## src/rtl/mfp_eic_ack_decoder.sv

```systemverilog
// mfp_eic_ack_decoder: latches the EIC request for the core and turns the core's
// acknowledge into a one-cycle one-hot pending-flag clear pulse.
module mfp_eic_ack_decoder #(
    parameter int ICOUNT = 64,
    parameter int VW     = 6
) (
    input  logic              CLK,
    input  logic              RESETn,
    input  logic              irq_detect,
    input  logic [VW-1:0]     irq_number,
    input  logic [VW-1:0]     EIC_IPL,
    input  logic              EIC_IAck,
    output logic [VW-1:0]     EIC_RIPL,
    output logic [VW-1:0]     EIC_Vector,
    output logic [ICOUNT-1:0] irq_clear,
    output logic              ack_valid,
    output logic [VW-1:0]     ack_number
);

    typedef enum logic [1:0] {IDLE, REQ, ACK, WAIT} state_t;

    state_t              state_q, state_d;
    logic [VW-1:0]       ripl_q, ripl_d;
    logic [VW-1:0]       vec_q, vec_d;
    logic [ICOUNT-1:0]   clear_q, clear_d, onehot;
    logic                ackv_q, ackv_d;
    logic [VW-1:0]       ackn_q, ackn_d;
    logic                eligible;

    assign eligible = irq_detect && (irq_number != '0) && (irq_number > EIC_IPL);

    // Latched numbers beyond ICOUNT decode to an all-zero clear
    always_comb begin
        onehot = '0;
        for (int i = 0; i < ICOUNT; i++) onehot[i] = (32'(vec_q) == i);
    end

    always_comb begin
        state_d = state_q;
        ripl_d  = ripl_q;
        vec_d   = vec_q;
        clear_d = '0;
        ackv_d  = 1'b0;
        ackn_d  = '0;
        case (state_q)
            IDLE: if (eligible) begin
                ripl_d  = irq_number;
                vec_d   = irq_number;
                state_d = REQ;
            end
            REQ: if (EIC_IAck) begin
                ackv_d  = 1'b1;
                ackn_d  = vec_q;
                clear_d = onehot;
                state_d = ACK;
            end else if (!eligible) begin
                ripl_d  = '0;
                state_d = IDLE;
            end else if (irq_number != vec_q) begin
                ripl_d = irq_number;
                vec_d  = irq_number;
            end
            ACK: begin
                ripl_d  = '0;
                state_d = WAIT;
            end
            default: state_d = EIC_IAck ? WAIT : IDLE;
        endcase
    end

    always_ff @(posedge CLK or negedge RESETn) begin
        if (!RESETn) begin
            state_q <= IDLE;
            ripl_q  <= '0;
            vec_q   <= '0;
            clear_q <= '0;
            ackv_q  <= 1'b0;
            ackn_q  <= '0;
        end else begin
            state_q <= state_d;
            ripl_q  <= ripl_d;
            vec_q   <= vec_d;
            clear_q <= clear_d;
            ackv_q  <= ackv_d;
            ackn_q  <= ackn_d;
        end
    end

    assign EIC_RIPL   = ripl_q;
    assign EIC_Vector = vec_q;
    assign irq_clear  = clear_q;
    assign ack_valid  = ackv_q;
    assign ack_number = ackn_q;

endmodule

```

## config.mk

```make
export PLATFORM = sky130hd
export DESIGN_NAME = mfp_eic_ack_decoder
export DESIGN_NICKNAME = d
export VERILOG_FILES = /design/src/rtl/mfp_eic_ack_decoder.sv
export SDC_FILE = /design/constraint.sdc
export NUM_CORES = 1
export LEC_CHECK = 0
export CAP_MARGIN = 0
export CORE_MARGIN = 2
export CORE_UTILIZATION = 46
export CTS_CLUSTER_SIZE = 12
export DETAILED_ROUTE_END_ITERATION = 10
export GPL_TIMING_DRIVEN = 0
export PLACE_DENSITY = 0.89
export SYNTH_ARGS = -nofsm -noshare
export SYNTH_HDL_FRONTEND = slang
export SYNTH_SLANG_ARGS = --single-unit
```

## constraint.sdc

```tcl
create_clock -name CLK -period 2.2 [get_ports CLK]
set_input_delay 0.66 -clock CLK [delete_from_list [all_inputs] [get_ports CLK]]
set_output_delay 0.66 -clock CLK [all_outputs]
set_load 0.03 [all_outputs]
```

==> impl_metrics.json <==
{
  "outcome": "finished, final reports clean",
  "cell_internal_pwr_mw": 3.21,
  "cts_hold_buffers": 0,
  "fmax_mhz": 467,
  "drt_pre_antenna_iters": 4,
  "clock_sinks": 85,
  "cp-start-kind": "input pin",
  "dieHeight_um": 87.7,
  "hold_path.class": "in2async",
  "place_area_mm2": 0.00442,
  "grt.met3_usage": 0.0735,
  "postSynthAreaPerCell_um2": 11.6,
  "grt_remaining_overflow": 0,
  "post_route_setup_slack_ns": 0.0586,
  "ctsLongestPathBuffers": 2,
  "routabilityCongestion": 0.779,
  "top_usage_layer_grt": "met2",
  "r2r-end": "irq_clear[8]",
  "worst-slew-pin-transition_ns": 0.548,
  "netSwitchingFraction": 0.358,
  "top_level_ports": 99,
  "final_core_util": 0.690,
  "worst_ep_required_time_ns": 2.47,
  "yosysSeqAreaShare": 0.661,
  "placement.io_buffers": 98,
  "path_cells": "dlygate4sd2_1 > ha_2 > inv_2 > a21oi_2 > o221a_2 > nor3b_4 > buf_4 > mux2i_2 > mux2i_1",
  "first_global_vias": 2607,
  "finalHoldViolations": 0,
  "place_worst_setup_slack_ns": -0.894,
  "num_vias": 2428,
  "synth.area.top_cells": "sky130_fd_sc_hd__dfrtp_1 (66%), sky130_fd_sc_hd__nor2_1 (8.2%), sky130_fd_sc_hd__ha_1 (3.9%), sky130_fd_sc_hd__mux2i_1 (2.5%), sky130_fd_sc_hd__nand2_1 (2.3%)",
  "fillers": 498,
  "worst_slew_margin_rel": 0.635,
  "synthesis.instances": 277,
  "synth.ff_latch_count": 85,
  "dp.final_hpwl_mm": 5.65,
  "grt_use_met2": 0.406,
  "cpPeakStageDelay_ns": 0.31,
  "met1_usage": 0.250,
  "timing.final.setup_violations": 0,
  "design.final.nets": 417,
  "fp.dieArea_mm2": 0.00768,
  "yosys_warnings": 0,
  "clock-skew-final_ns": 0.00722,
  "cp_data_arrival_time_ns": 2.41,
  "placement_rows": 30,
  "synthesis.area_mm2": 0.00322,
  "tritoncts.num_buffers": 9,
  "layout_worst_path_cycle_share": 0.973,
  "global_route.usage.total": 0.226,
  "seq_power_share": 0.368,
  "total_design_power_mw": 5.01,
  "timing.critical_path.buf_inv": 3,
  "hold_slack_ns": 0.243,
  "worst_skew_late_latency_ns": 0.35,
  "drtAntennaViolNets": 0,
  "cell_count_of_the_worst_reg_to_reg_path": 7,
  "power.ir.vdd_worst_uv": 865,
  "worst_setup_path_end_kind": "flop",
  "cts_tree": "done",
  "maximum_number_of_pins_on_one_net_before_global_route_repair": 52,
  "r2r_setup_slack_ns": 0.10,
  "path_clk_slew_ns": 0.08,
  "cts_max_level": 3,
  "mappedNetlistNets": 303,
  "fp.coreArea_mm2": 0.00679,
  "die-width_um": 87.7,
  "post_drt_wl_per_cell_um": 16.2,
  "netSwitchingPower_mw": 1.79,
  "initial_core_util": 0.474,
  "post_route_design_area_mm2": 0.00469,
  "power.density_mw_per_mm2": 1070,
  "cts-root-buf": "sky130_fd_sc_hd__clkbuf_8",
  "drcViolationCount": 0,
  "grt_pass1_wl_mm": 13.1,
  "syn_to_final_growth_pct": 45.7,
  "synth_largest_area_cell": "sky130_fd_sc_hd__dfrtp_1",
  "number_of_max_slew_violations_in_the_final_report": 0,
  "p_comb_frac": 0.366,
  "antenna-diode-count": 0,
  "crit_family": "buffers and inverters",
  "maxCapViolations": 0,
  "layout-drive-gt1-share": 0.165,
  "wl_mm": 7.93,
  "timing_worst_setup_path_type": "in2reg",
  "clockPowerShare": 0.266,
  "grt_antenna_before_repair": 0,
  "critical_path.slowest_cell": "sky130_fd_sc_hd__o221a_2",
  "detailedRoute.firstIterationViolations": 81,
  "period_needed_ns": 2.14,
  "ys_types": 35,
  "synth_top_area_frac": 0.661,
  "vias_per_cell": 4.95,
  "worst-path-max-fanout": 4,
  "p_leak_nw": 2.13
}
[registers in the layout (all words and copies together) (netlist names), named ones only]
signal and flops:
irq_clear 64, ack_number 6, ack_valid 1, EIC_Vector 6
state_q 1, EIC_RIPL 6
[metrics by stage]
step	cells	setup TNS, ns
2_1_floorplan	277	-0.514
3_3_place_gp	471	-209.09
5_1_grt	491	-0.00327
6_report	491	0
4_1_cts	489	0
3_5_place_dp	472	-24.14
[cell usage in the layout (no fill, tap or decap), types with 2 or more instances in the layout]
cell type and count:
sky130_fd_sc_hd__xor2_1 4, sky130_fd_sc_hd__clkbuf_1 7, sky130_fd_sc_hd__nand2_1 20, sky130_fd_sc_hd__buf_6 6, sky130_fd_sc_hd__ha_4 5, sky130_fd_sc_hd__dfrtp_1 85, sky130_fd_sc_hd__bufinv_16 3, sky130_fd_sc_hd__clkbuf_8 10
sky130_fd_sc_hd__a21oi_1 4, sky130_fd_sc_hd__inv_2 2, sky130_fd_sc_hd__nor2_1 70, sky130_fd_sc_hd__mux2i_1 7, sky130_fd_sc_hd__inv_1 10, sky130_fd_sc_hd__clkdlybuf4s50_1 83, sky130_fd_sc_hd__nand2b_1 3, sky130_fd_sc_hd__and3_1 7
sky130_fd_sc_hd__nor2b_1 3, sky130_fd_sc_hd__nand4_1 2, sky130_fd_sc_hd__inv_4 3, sky130_fd_sc_hd__buf_4 6, sky130_fd_sc_hd__nand3_1 6, sky130_fd_sc_hd__buf_2 7, sky130_fd_sc_hd__ha_1 4, sky130_fd_sc_hd__xnor2_1 2
sky130_fd_sc_hd__dlygate4sd2_1 3, sky130_fd_sc_hd__clkbuf_2 2, sky130_fd_sc_hd__mux2_2 6
[worst max-delay path by stage]
stage | from | end | slack [ns] | cells past startpoint
after floorplan | EIC_IPL[3] | EIC_RIPL[0] | -0.09 | 8
after global placement | RESETn | EIC_RIPL[2] | -2.21 | 1
after detailed placement | EIC_IPL[3] | EIC_RIPL[2] | -0.89 | 9
after CTS | EIC_IPL[2] | state_q[0] | 0.006 | 9
after global routing | EIC_IPL[5] | state_q[0] | -0.003 | 9
final | EIC_IPL[0] | state_q[0] | 0.06 | 9
[power by group through the flow]
stage / combinational, mW / clock (mW) / sequential (mW)
finish: 1.83 / 1.33 / 1.84
floorplan: 0.886 / 0 / 2.15
CTS: 1.84 / 1.35 / 1.84
global route: 2.00 / 1.41 / 1.86
detailed placement: 1.84 / 0 / 1.87
global placement: 1.77 / 0 / 1.87
[kinds of logic after synthesis]
| logic type | share of synthesized area |
|---|---|
| adder cells (fa/ha/maj) | 0.0389 |
| flip-flops | 0.661 |
| AO/OA/AOI/OAI | 0.0295 |
| XOR/XNOR | 0.0163 |
| buffers and inverters | 0.0396 |
| AND/OR/NAND/NOR | 0.164 |
| multiplexers | 0.0505 |
[timing repair]
| action | in CTS | in global routing |
|---|---|---|
| pin swaps | 4 | 5 |
| setup endpoints to repair | 25 | 10 |
| resized for setup | 54 | 21 |
| buffers inserted | 3 | 2 |
[layer usage]
| metal | up-vias | wire length (um) |
|---|---|---|
| li1 | 1111 | - |
| met1 | 1189 | 3070 |
| met2 | 109 | 4150 |
| met3 | 19 | 530 |
| met4 | 0 | 186 |
| met5 | - | 0 |
[Yosys cell counts]
master,instances
sky130_fd_sc_hd__and3_1,7
sky130_fd_sc_hd__a21oi_1,5
sky130_fd_sc_hd__nor2b_1,3
sky130_fd_sc_hd__o31ai_1,1
sky130_fd_sc_hd__o211a_1,1
sky130_fd_sc_hd__nor2_1,70
sky130_fd_sc_hd__o21ai_2,1
sky130_fd_sc_hd__nand4_1,2
sky130_fd_sc_hd__buf_6,2
sky130_fd_sc_hd__ha_1,10
sky130_fd_sc_hd__or3b_2,1
sky130_fd_sc_hd__dfrtp_1,85
sky130_fd_sc_hd__nor3b_4,1
sky130_fd_sc_hd__buf_2,2
sky130_fd_sc_hd__mux2_2,6
sky130_fd_sc_hd__mux2i_1,8
sky130_fd_sc_hd__nand3b_1,1
sky130_fd_sc_hd__a211o_1,1
sky130_fd_sc_hd__nand2_1,20
sky130_fd_sc_hd__nand2b_1,3
sky130_fd_sc_hd__nor4_1,1
sky130_fd_sc_hd__nor4_2,1
sky130_fd_sc_hd__clkbuf_2,1
sky130_fd_sc_hd__clkbuf_1,8
sky130_fd_sc_hd__o21ai_0,2
sky130_fd_sc_hd__and2_1,1
sky130_fd_sc_hd__o21bai_1,1
sky130_fd_sc_hd__nand3_1,6
sky130_fd_sc_hd__xnor2_1,2
sky130_fd_sc_hd__o221a_2,1
sky130_fd_sc_hd__mux2_4,1
sky130_fd_sc_hd__inv_1,16
sky130_fd_sc_hd__and2b_1,1
sky130_fd_sc_hd__a31oi_1,1
sky130_fd_sc_hd__xor2_1,4
[final cells by class]
type                    instances  area (um^2)  area share
clock buffers                  10          138      0.0293
multi-input cells             163         1040       0.222
clock inverters                 5          108      0.0229
flip-flops and latches         85         2130       0.453
plain buffers                  12         60.1      0.0128
inverters                      16         80.1      0.0171
well taps                      96          120      0.0256
repair buffers                104         1020       0.217
No activity file was read; power rests on OpenSTA's default activity.
